### config.mk
export PLATFORM = sky130hd
export DESIGN_NAME = byte_pair_packer
export DESIGN_NICKNAME = d
export VERILOG_FILES = /design/src/rtl/byte_lane_pkg.sv /design/src/rtl/byte_pair_packer_idle_timer.sv /design/src/rtl/byte_pair_packer.sv
export SDC_FILE = /design/constraint.sdc
export NUM_CORES = 1
export LEC_CHECK = 0
export BUFFER_PORTS_ARGS = -buffer_cell sky130_fd_sc_hd__buf_2
export CAP_MARGIN = 10
export CORE_MARGIN = 2
export CORE_UTILIZATION = 54
export CTS_BUF_LIST = sky130_fd_sc_hd__clkbuf_8
export CTS_CLUSTER_SIZE = 20
export DETAILED_ROUTE_END_ITERATION = 10
export GPL_ROUTABILITY_DRIVEN = 0
export HOLD_SLACK_MARGIN = 0.12
export PLACE_DENSITY_LB_ADDON = 0.3
export SLEW_MARGIN = 0
export SYNTH_ARGS = -nofsm -noshare
export SYNTH_HDL_FRONTEND = slang
export SYNTH_SLANG_ARGS = --single-unit
### constraint.sdc
create_clock -name clk -period 2.1 [get_ports clk]
set_input_delay 0.105 -clock clk [delete_from_list [all_inputs] [get_ports clk]]
set_output_delay 0.105 -clock clk [all_outputs]
set_load 0.03 [all_outputs]
### src/rtl/byte_lane_pkg.sv
// Shared lane definitions for the byte-pair packer and its holding register.
// Packs bytes into 16-bit words with a 2-bit byte-lane enable.
package byte_lane_pkg;

    localparam logic [1:0] BYTEENA_NONE = 2'b00;
    localparam logic [1:0] BYTEENA_LO   = 2'b01;
    localparam logic [1:0] BYTEENA_HI   = 2'b10;
    localparam logic [1:0] BYTEENA_ALL  = 2'b11;

    // EMPTY: no byte held; HALF: first byte of a pair is waiting for its partner
    typedef enum logic {
        ST_EMPTY = 1'b0,
        ST_HALF  = 1'b1
    } packer_state_t;

    typedef struct packed {
        logic [15:0] d;
        logic [1:0]  byteena;
    } lane_word_t;

    // Full word: the first byte of the pair lands in the "first" lane
    function automatic lane_word_t pack_pair(input logic [7:0] first,
                                             input logic [7:0] second,
                                             input logic       lo_first);
        lane_word_t w;
        w.byteena = BYTEENA_ALL;
        w.d       = lo_first ? {second, first} : {first, second};
        return w;
    endfunction

    // Partial word: a lone byte in the first lane, other lane zeroed and disabled
    function automatic lane_word_t pack_single(input logic [7:0] b,
                                               input logic       lo_first);
        lane_word_t w;
        w.byteena = lo_first ? BYTEENA_LO : BYTEENA_HI;
        w.d       = lo_first ? {8'h00, b} : {b, 8'h00};
        return w;
    endfunction

endpackage

### src/rtl/byte_pair_packer_idle_timer.sv
// Saturating idle counter used to flush a lone held byte.
// hit stays high once LIMIT-1 is reached until cleared; LIMIT=0 never hits.
module idle_timer #(
    parameter int LIMIT = 16,
    parameter int CNT_W = 5
) (
    input  logic clk,
    input  logic reset,
    input  logic clear,
    input  logic enable,
    output logic hit
);

    localparam int              LIM_M1 = (LIMIT > 0) ? LIMIT - 1 : 0;
    localparam logic [CNT_W-1:0] TOP   = CNT_W'(LIM_M1);

    logic [CNT_W-1:0] count;

    // Count idle cycles, stopping at TOP so a blocked flush keeps its hit
    always_ff @(posedge clk) begin
        if (reset || clear) begin
            count <= '0;
        end else if (enable && (count != TOP)) begin
            count <= count + CNT_W'(1);
        end
    end

    assign hit = (LIMIT > 0) && (count == TOP);

endmodule

### src/rtl/byte_pair_packer.sv
// Byte-pair packer: valid/ready byte stream in, 16-bit word + byte enables out.
// Lone trailing bytes are flushed on in_last or after an idle timeout.
module byte_pair_packer
    import byte_lane_pkg::*;
#(
    parameter int LO_FIRST    = 1,
    parameter int TIMEOUT_CYC = 16,
    parameter int CNT_W       = 5
) (
    input  logic        clk,
    input  logic        reset,
    input  logic        in_valid,
    output logic        in_ready,
    input  logic [7:0]  in_data,
    input  logic        in_last,
    output logic        out_valid,
    input  logic        out_ready,
    output logic [15:0] out_d,
    output logic [1:0]  out_byteena,
    output logic        pending
);

    localparam logic LO_SEL = (LO_FIRST != 0);

    packer_state_t state;
    packer_state_t next_state;
    logic [7:0]    hold_byte;
    logic          hold_load;
    logic          load;
    logic          flush;
    lane_word_t    load_word;
    logic          in_acc;
    logic          out_acc;
    logic          timer_clear;
    logic          timer_enable;
    logic          timer_hit;

    // A new word may only be loaded when the output register is free or being drained
    assign in_ready = !out_valid || out_ready;
    assign in_acc   = in_valid && in_ready;
    assign out_acc  = out_valid && out_ready;
    assign pending  = (state == ST_HALF);

    assign timer_clear  = in_acc || (state == ST_EMPTY) || flush;
    assign timer_enable = (state == ST_HALF) && !in_acc;

    idle_timer #(
        .LIMIT (TIMEOUT_CYC),
        .CNT_W (CNT_W)
    ) u_idle_timer (
        .clk    (clk),
        .reset  (reset),
        .clear  (timer_clear),
        .enable (timer_enable),
        .hit    (timer_hit)
    );

    // Decide pairing, last-flush and timeout-flush; pairing takes priority over timeout
    always_comb begin
        next_state = state;
        hold_load  = 1'b0;
        load       = 1'b0;
        flush      = 1'b0;
        load_word  = '0;
        case (state)
            ST_EMPTY: begin
                if (in_acc) begin
                    if (in_last) begin
                        load      = 1'b1;
                        load_word = pack_single(in_data, LO_SEL);
                    end else begin
                        hold_load  = 1'b1;
                        next_state = ST_HALF;
                    end
                end
            end
            ST_HALF: begin
                if (in_acc) begin
                    load       = 1'b1;
                    load_word  = pack_pair(hold_byte, in_data, LO_SEL);
                    next_state = ST_EMPTY;
                end else if (timer_hit && in_ready) begin
                    load       = 1'b1;
                    flush      = 1'b1;
                    load_word  = pack_single(hold_byte, LO_SEL);
                    next_state = ST_EMPTY;
                end
            end
            default: begin
                next_state = ST_EMPTY;
            end
        endcase
    end

    // Packer state register; reset discards any half-built pair
    always_ff @(posedge clk) begin
        if (reset) begin
            state <= ST_EMPTY;
        end else begin
            state <= next_state;
        end
    end

    // Capture the first byte of a pair while it waits for its partner
    always_ff @(posedge clk) begin
        if (reset) begin
            hold_byte <= 8'h00;
        end else if (hold_load) begin
            hold_byte <= in_data;
        end
    end

    // Output register: load wins over drain so back-to-back words have no bubble
    always_ff @(posedge clk) begin
        if (reset) begin
            out_valid   <= 1'b0;
            out_d       <= 16'h0000;
            out_byteena <= BYTEENA_NONE;
        end else if (load) begin
            out_valid   <= 1'b1;
            out_d       <= load_word.d;
            out_byteena <= load_word.byteena;
        end else if (out_acc) begin
            out_valid   <= 1'b0;
        end
    end

endmodule

* Yosys cells after proc, flatten, opt, wreduce, memory -nomap -nowiden *
Index checks and enable logic that the tools add are counted.

cells by class
  add/sub/neg operators = 1
  multiplexer cells = 20
  eq/ne operators = 2
  bitwise operators = 1
  reductions and logical operators = 12

operator list
  cell                 count
  $pmux 18 s2          1
  $mux 10              3
  $mux 18              1
  $mux 1               13
  $add 5x1->5 const B  1
  $eq 5x4->1 const B   1
  $logic_and 1x1->1    5
  $ne 5x4->1 const B   1
  $logic_or 1x1->1     4
  $pmux 1 s2           2
  $logic_not 1->1      2
  $reduce_bool 2->1    1
  $not 1->1            1

storage, ports and cells
  logic and storage cells = 42
  register bits = 33
  output and inout bits = 21

* Logic depth before layout (Yosys ltp) *
  depth in word-level cells = 8
  mapped depth = 8
  depth with buffers taken out = 7

* Hierarchy *
Synthesis repeated with hierarchy kept, for this count alone.

unflattened totals
  cell total of the unflattened synthesis = 173
  area, all modules = 1531.5 um2

by module, submodules not included
  module            area an instance (um2)  cells each  sequential area each (um2)  instances
  byte_pair_packer  1290.0                  147         560.5                       1
  idle_timer        241.5                   26          100.1                       1

* Worst setup path after synthesis *
Ideal clock, no wire load.

  path type = reg-to-reg
  start point = register u_idle_timer.count[0]
  end point = register u_idle_timer.count[1]
  setup slack = 446 ps
  required time = 1980 ps
  library setup time = 120 ps
  clock period less this slack = 1654 ps
  arrival time = 1534 ps
  cell stages (with the launch flop) = 8
  path through = dfxtp_1 ha_1 and3_1 ha_1 nand2b_1 a21oi_2 mux2i_1 nor2_1

between the ends
  word-level cells in the longest chain between the ends = 7
  elaborated cells between the ends (all ways) = 10
  those cells by class = add/sub: 1; eq/ne: 2; mux: 3; reduce/logical: 4

RTL lines
  item                    RTL line                           RTL
  start, declared         byte_pair_packer_idle_timer.sv:17  logic [CNT_W-1:0] count;
  start signal, assigned  byte_pair_packer_idle_timer.sv:24  count <= count + CNT_W'(1);
  $eq 5x4->1              byte_pair_packer_idle_timer.sv:28  assign hit = (LIMIT > 0) && (count == TOP);
  $logic_and 1x1->1       byte_pair_packer.sv:82             end else if (timer_hit && in_ready) begin
  $mux 1                  byte_pair_packer.sv:82
  $mux 1                  byte_pair_packer.sv:78             if (in_acc) begin
  $mux 1                  byte_pair_packer.sv:65             case (state)
  $logic_or 1x1->1        byte_pair_packer.sv:44             assign timer_clear = in_acc || (state == ST_EMPTY) || flush;
  $logic_or 1x1->1        byte_pair_packer_idle_timer.sv:21  if (reset || clear) begin

Several ways; a longest one is shown, not always the timed one.
A chain may end at the register's enable or synchronous reset.

* Worst setup path in the final report *
  start point = register u_idle_timer.count[0]
  end point = register out_d[0]

between the ends
  word-level cells in the longest chain between the ends = 5
  elaborated cells between the ends (all ways) = 8
  those cells by class = eq/ne: 1; mux: 6; reduce/logical: 1

RTL lines
  item                                              RTL line                           RTL
  $eq 5x4->1 *                                      byte_pair_packer_idle_timer.sv:28
  $logic_and 1x1->1 *                               byte_pair_packer.sv:82
  $mux 10 / $mux 1 (equally long branches)          byte_pair_packer.sv:82
  $mux 18 / $mux 1 (equally long branches)          byte_pair_packer.sv:78
  $pmux 18 s2 / $pmux 1 s2 (equally long branches)  byte_pair_packer.sv:65
  end signal, assigned                              byte_pair_packer.sv:121            out_d <= load_word.d;
  end, declared                                     byte_pair_packer.sv:18             output logic [15:0] out_d,

Mark *: on every way between the ends. The rest lies on a longest branch, timed or not.

==> results summary <==
The number of design-rule violations left by the first detailed-router iteration came out at 42. Yosys attributes the largest share of cell area to sky130_fd_sc_hd__dfxtp_1 50%, sky130_fd_sc_hd__nor2_1 8.8%, sky130_fd_sc_hd__mux2i_1 6.8%. The die outline area is 2854 µm². For this run, the detailed router's first-pass iteration total came to 4. The worst vdd rail ir drop came out at 0.0006510 V. During I/O placement, the number of pins put on the boundary was 34. The number of design rule violations left after detail routing came out at 0. The most frequent cell after synthesis is sky130_fd_sc_hd__dfxtp_1.

The gate count after technology mapping is 127. The power per cell area is 808.6 nW/µm². The average cell area after synthesis came out at 10.38 µm². The final critical-path required period came out at 1880 ps. The arrival time at the worst endpoint came out at 2030 ps. The initial cell density of the core is 58.49%. The worst slack at placement came out at 235.5 ps. In this run the vertical extent of the chip is 53.42 µm.

The critical-path maximum fanout came out at 19. The number of buffers created by CTS came out at 5. The worst clock skew on the final layout came out at 3.893 ps. The clock tree root buffer cell is sky130_fd_sc_hd__clkbuf_8. The netlist uses 27 different library cells.

The number of antenna violations at the first check in global routing came to 0. The kind of end point of the critical path is a register. The number of buffers between clock root and the deepest sink came out at 2. The HPWL after detailed placement is 1819 µm. Once routing completed, OpenROAD measured the worst setup slack at 220.2 ps. The combined area of the multi-input logic cells came out at 573.1 µm². The count of hold buffers inserted by post-cts repair came out at 8. For this run, the number of Yosys warnings is 0. For the pin with the worst max-slew slack, the measured transition is 575.4 ps. After the last flow step, the layout net total stands at 180. Setup total negative slack on the finished layout was measured at 0 ps. The number of hold violations in the final report was 0. The via count of the first global-routing pass is 1069. STA classifies the critical path startpoint as a register.

Synthesis produced a netlist with a net count of 142. The category of the critical setup timing path is register to register. The number of flops mapped to enable cells by yosys is 0. The width of the chip came out at 53.42 µm. Cells with a size suffix above 1 make up 27.27% of the layout. Timing would allow up to 532.0 MHz. The maximum number of pins on one net before global-route repair came out at 30.

In this run, synthesis produced a sequential element count of 33. The antenna diode count came out at 0. The area occupied by registers is 660.6 µm².

The data required time of the worst path is 2250 ps. The clock drives 33 sinks. The commonest cells after synthesis are 33 x sky130_fd_sc_hd__dfxtp_1, 31 x sky130_fd_sc_hd__nor2_1, 9 x sky130_fd_sc_hd__mux2i_1. After filler insertion, the fill cell instance count of the layout stands at 189. The insertion delay to the later sink of the worst-skew pair is 280 ps. Relative to the synthesized area, the layout overhead comes to 22.20%. The mean number of vias per cell came out at 5.720. Detailed routing inserted a total of 1104 vias. The leakage power summed over all cells came out at 0.0007308 µW.

The post-synthesis async set-or-reset flop share is 0%. sky130_fd_sc_hd__dfxtp_1 takes more of the synthesized area than any other cell. In the synthesized netlist the dominant register cell turns out to be sky130_fd_sc_hd__dfxtp_1. Dividing the detail-routed wire length by the instance count gives 14.76 µm. Power comes to 1303 µW. The number of placement rows came out at 17. The sequential cell area fraction in the yosys report came out at 50.09%. The H-tree generated during clock tree synthesis spans 2 levels. The number of max-slew violations in the final report is 0.

The flow ran to the end, and the final reports show no timing, DRC or antenna violations. The overall overflow remaining after global route came out at 0. The mapped netlist covers 1319 µm².

Across every metal layer, demand over resource in global routing totals 24.46%. The core outline area is 2255 µm². The share of synthesized area in the top cell type comes to 50.09%.

In this run the remaining antenna-violating nets after routing total 0. The count of buffers added on input and output ports is 33. The first global-routing pass estimated 4816 µm of wire. The number of max-cap violations came out at 0. The detailed-route wire length came out at 2848 µm.

The setup violation total in the final timing report came out at 0. Setup repair after global routing left no endpoint under its margin. The path class of the tightest hold or removal check is input pin to register.

The worst max-slew margin expressed relative to the limit came out at 61.53%. The total setup buffers inserted after CTS came out at 0. The final worst-path cycle share came out at 89.51%. After clock tree synthesis, the repair step resized 0 gates. TritonCTS built the clock tree. The clock-pin slew on the worst setup and hold paths is 60 ps.
[critical path, cell delays in order, from the launching register on]
cell	delay, ps
sky130_fd_sc_hd__dfxtp_1	360
sky130_fd_sc_hd__ha_1	170
sky130_fd_sc_hd__and3_1	160
sky130_fd_sc_hd__ha_1	220
sky130_fd_sc_hd__o22a_4	170
sky130_fd_sc_hd__o211ai_4	180
sky130_fd_sc_hd__a222oi_1	390
sky130_fd_sc_hd__nor2_1	80
[layout make-up]
| class | instances | share of cell area (%) |
|---|---|---|
| clock buffer | 6 | 5.124 |
| clock inverter | 1 | 0.2329 |
| inverter | 3 | 0.6988 |
| multi-input combinational | 81 | 35.56 |
| sequential | 33 | 40.99 |
| tap | 28 | 2.174 |
| timing repair buffer | 41 | 15.22 |
[cell usage in the layout (no fill, tap or decap), types with 3 or more instances in the layout]
cell type and instances:
sky130_fd_sc_hd__a21oi_1 3, sky130_fd_sc_hd__a222oi_1 8, sky130_fd_sc_hd__a22oi_1 8, sky130_fd_sc_hd__buf_2 33, sky130_fd_sc_hd__clkbuf_8 6, sky130_fd_sc_hd__dfxtp_1 33, sky130_fd_sc_hd__dlygate4sd3_1 8, sky130_fd_sc_hd__inv_1 4
sky130_fd_sc_hd__mux2i_1 9, sky130_fd_sc_hd__nor2_1 31, sky130_fd_sc_hd__xnor2_1 3
[state kept, by name, summed over array words and instances, names as in the netlist]
register,count
u_idle_timer.count,5
out_d,16
out_valid,1
out_byteena,2
hold_byte,8
pending,1
[report_power, final]
| part | switching (µW) | leakage (µW) | internal (µW) | total [µW] |
|---|---|---|---|---|
| registers | 15.8 | 0.000268 | 651 | 667 |
| clock network | 212 | 0.0000485 | 255 | 467 |
| logic | 103 | 0.000414 | 65.6 | 169 |
| total | 332 | 0.000731 | 972 | 1300 |
[per-layer routing]
layer	share of wire (%)	GRT usage (%)	routed length, µm
met1	40	26.77	1148
met2	51	42.39	1450
met3	7.1	8.475	201
met4	1.7	10.26	48
met5	0	0	0
[kinds of logic after synthesis]
| group | count (synthesis) | synth area share (%) |
|---|---|---|
| flops | 33 | 50.09 |
| fa+ha+maj | 2 | 1.897 |
| simple gates | 39 | 13.38 |
| mux | 9 | 6.831 |
| buf+inv | 13 | 6.451 |
| xor+xnor | 3 | 1.993 |
| compound gates | 28 | 19.36 |
[through the flow]
stage               utilization (%)  hold WS [ps]  std cells  area (µm²)
global route                  71.48         275.6        193        1612
global placement              64.10         369.4        178        1445
finish                        71.48         238.6        193        1612
CTS                           71.48         231.9        193        1612
floorplan                         -         248.9        127        1319
detailed placement            64.10         381.2        178        1445
[final timing paths]
path | from | to | slack [ps] | depth (start not counted)
setup reg to reg | u_idle_timer.count[0]$_SDFFE_PP0P_ | out_d[0]$_SDFFE_PP0P_ | 220 | 7
hold / removal | out_ready | out_valid$_SDFFE_PP0P_ | 240 | 3
hold reg to reg | out_byteena[0]$_SDFFE_PP0P_ | out_byteena[0]$_SDFFE_PP0P_ | 460 | 2
setup / recovery | u_idle_timer.count[0]$_SDFFE_PP0P_ | out_d[0]$_SDFFE_PP0P_ | 220 | 7
(Power assumes the default switching activity.)
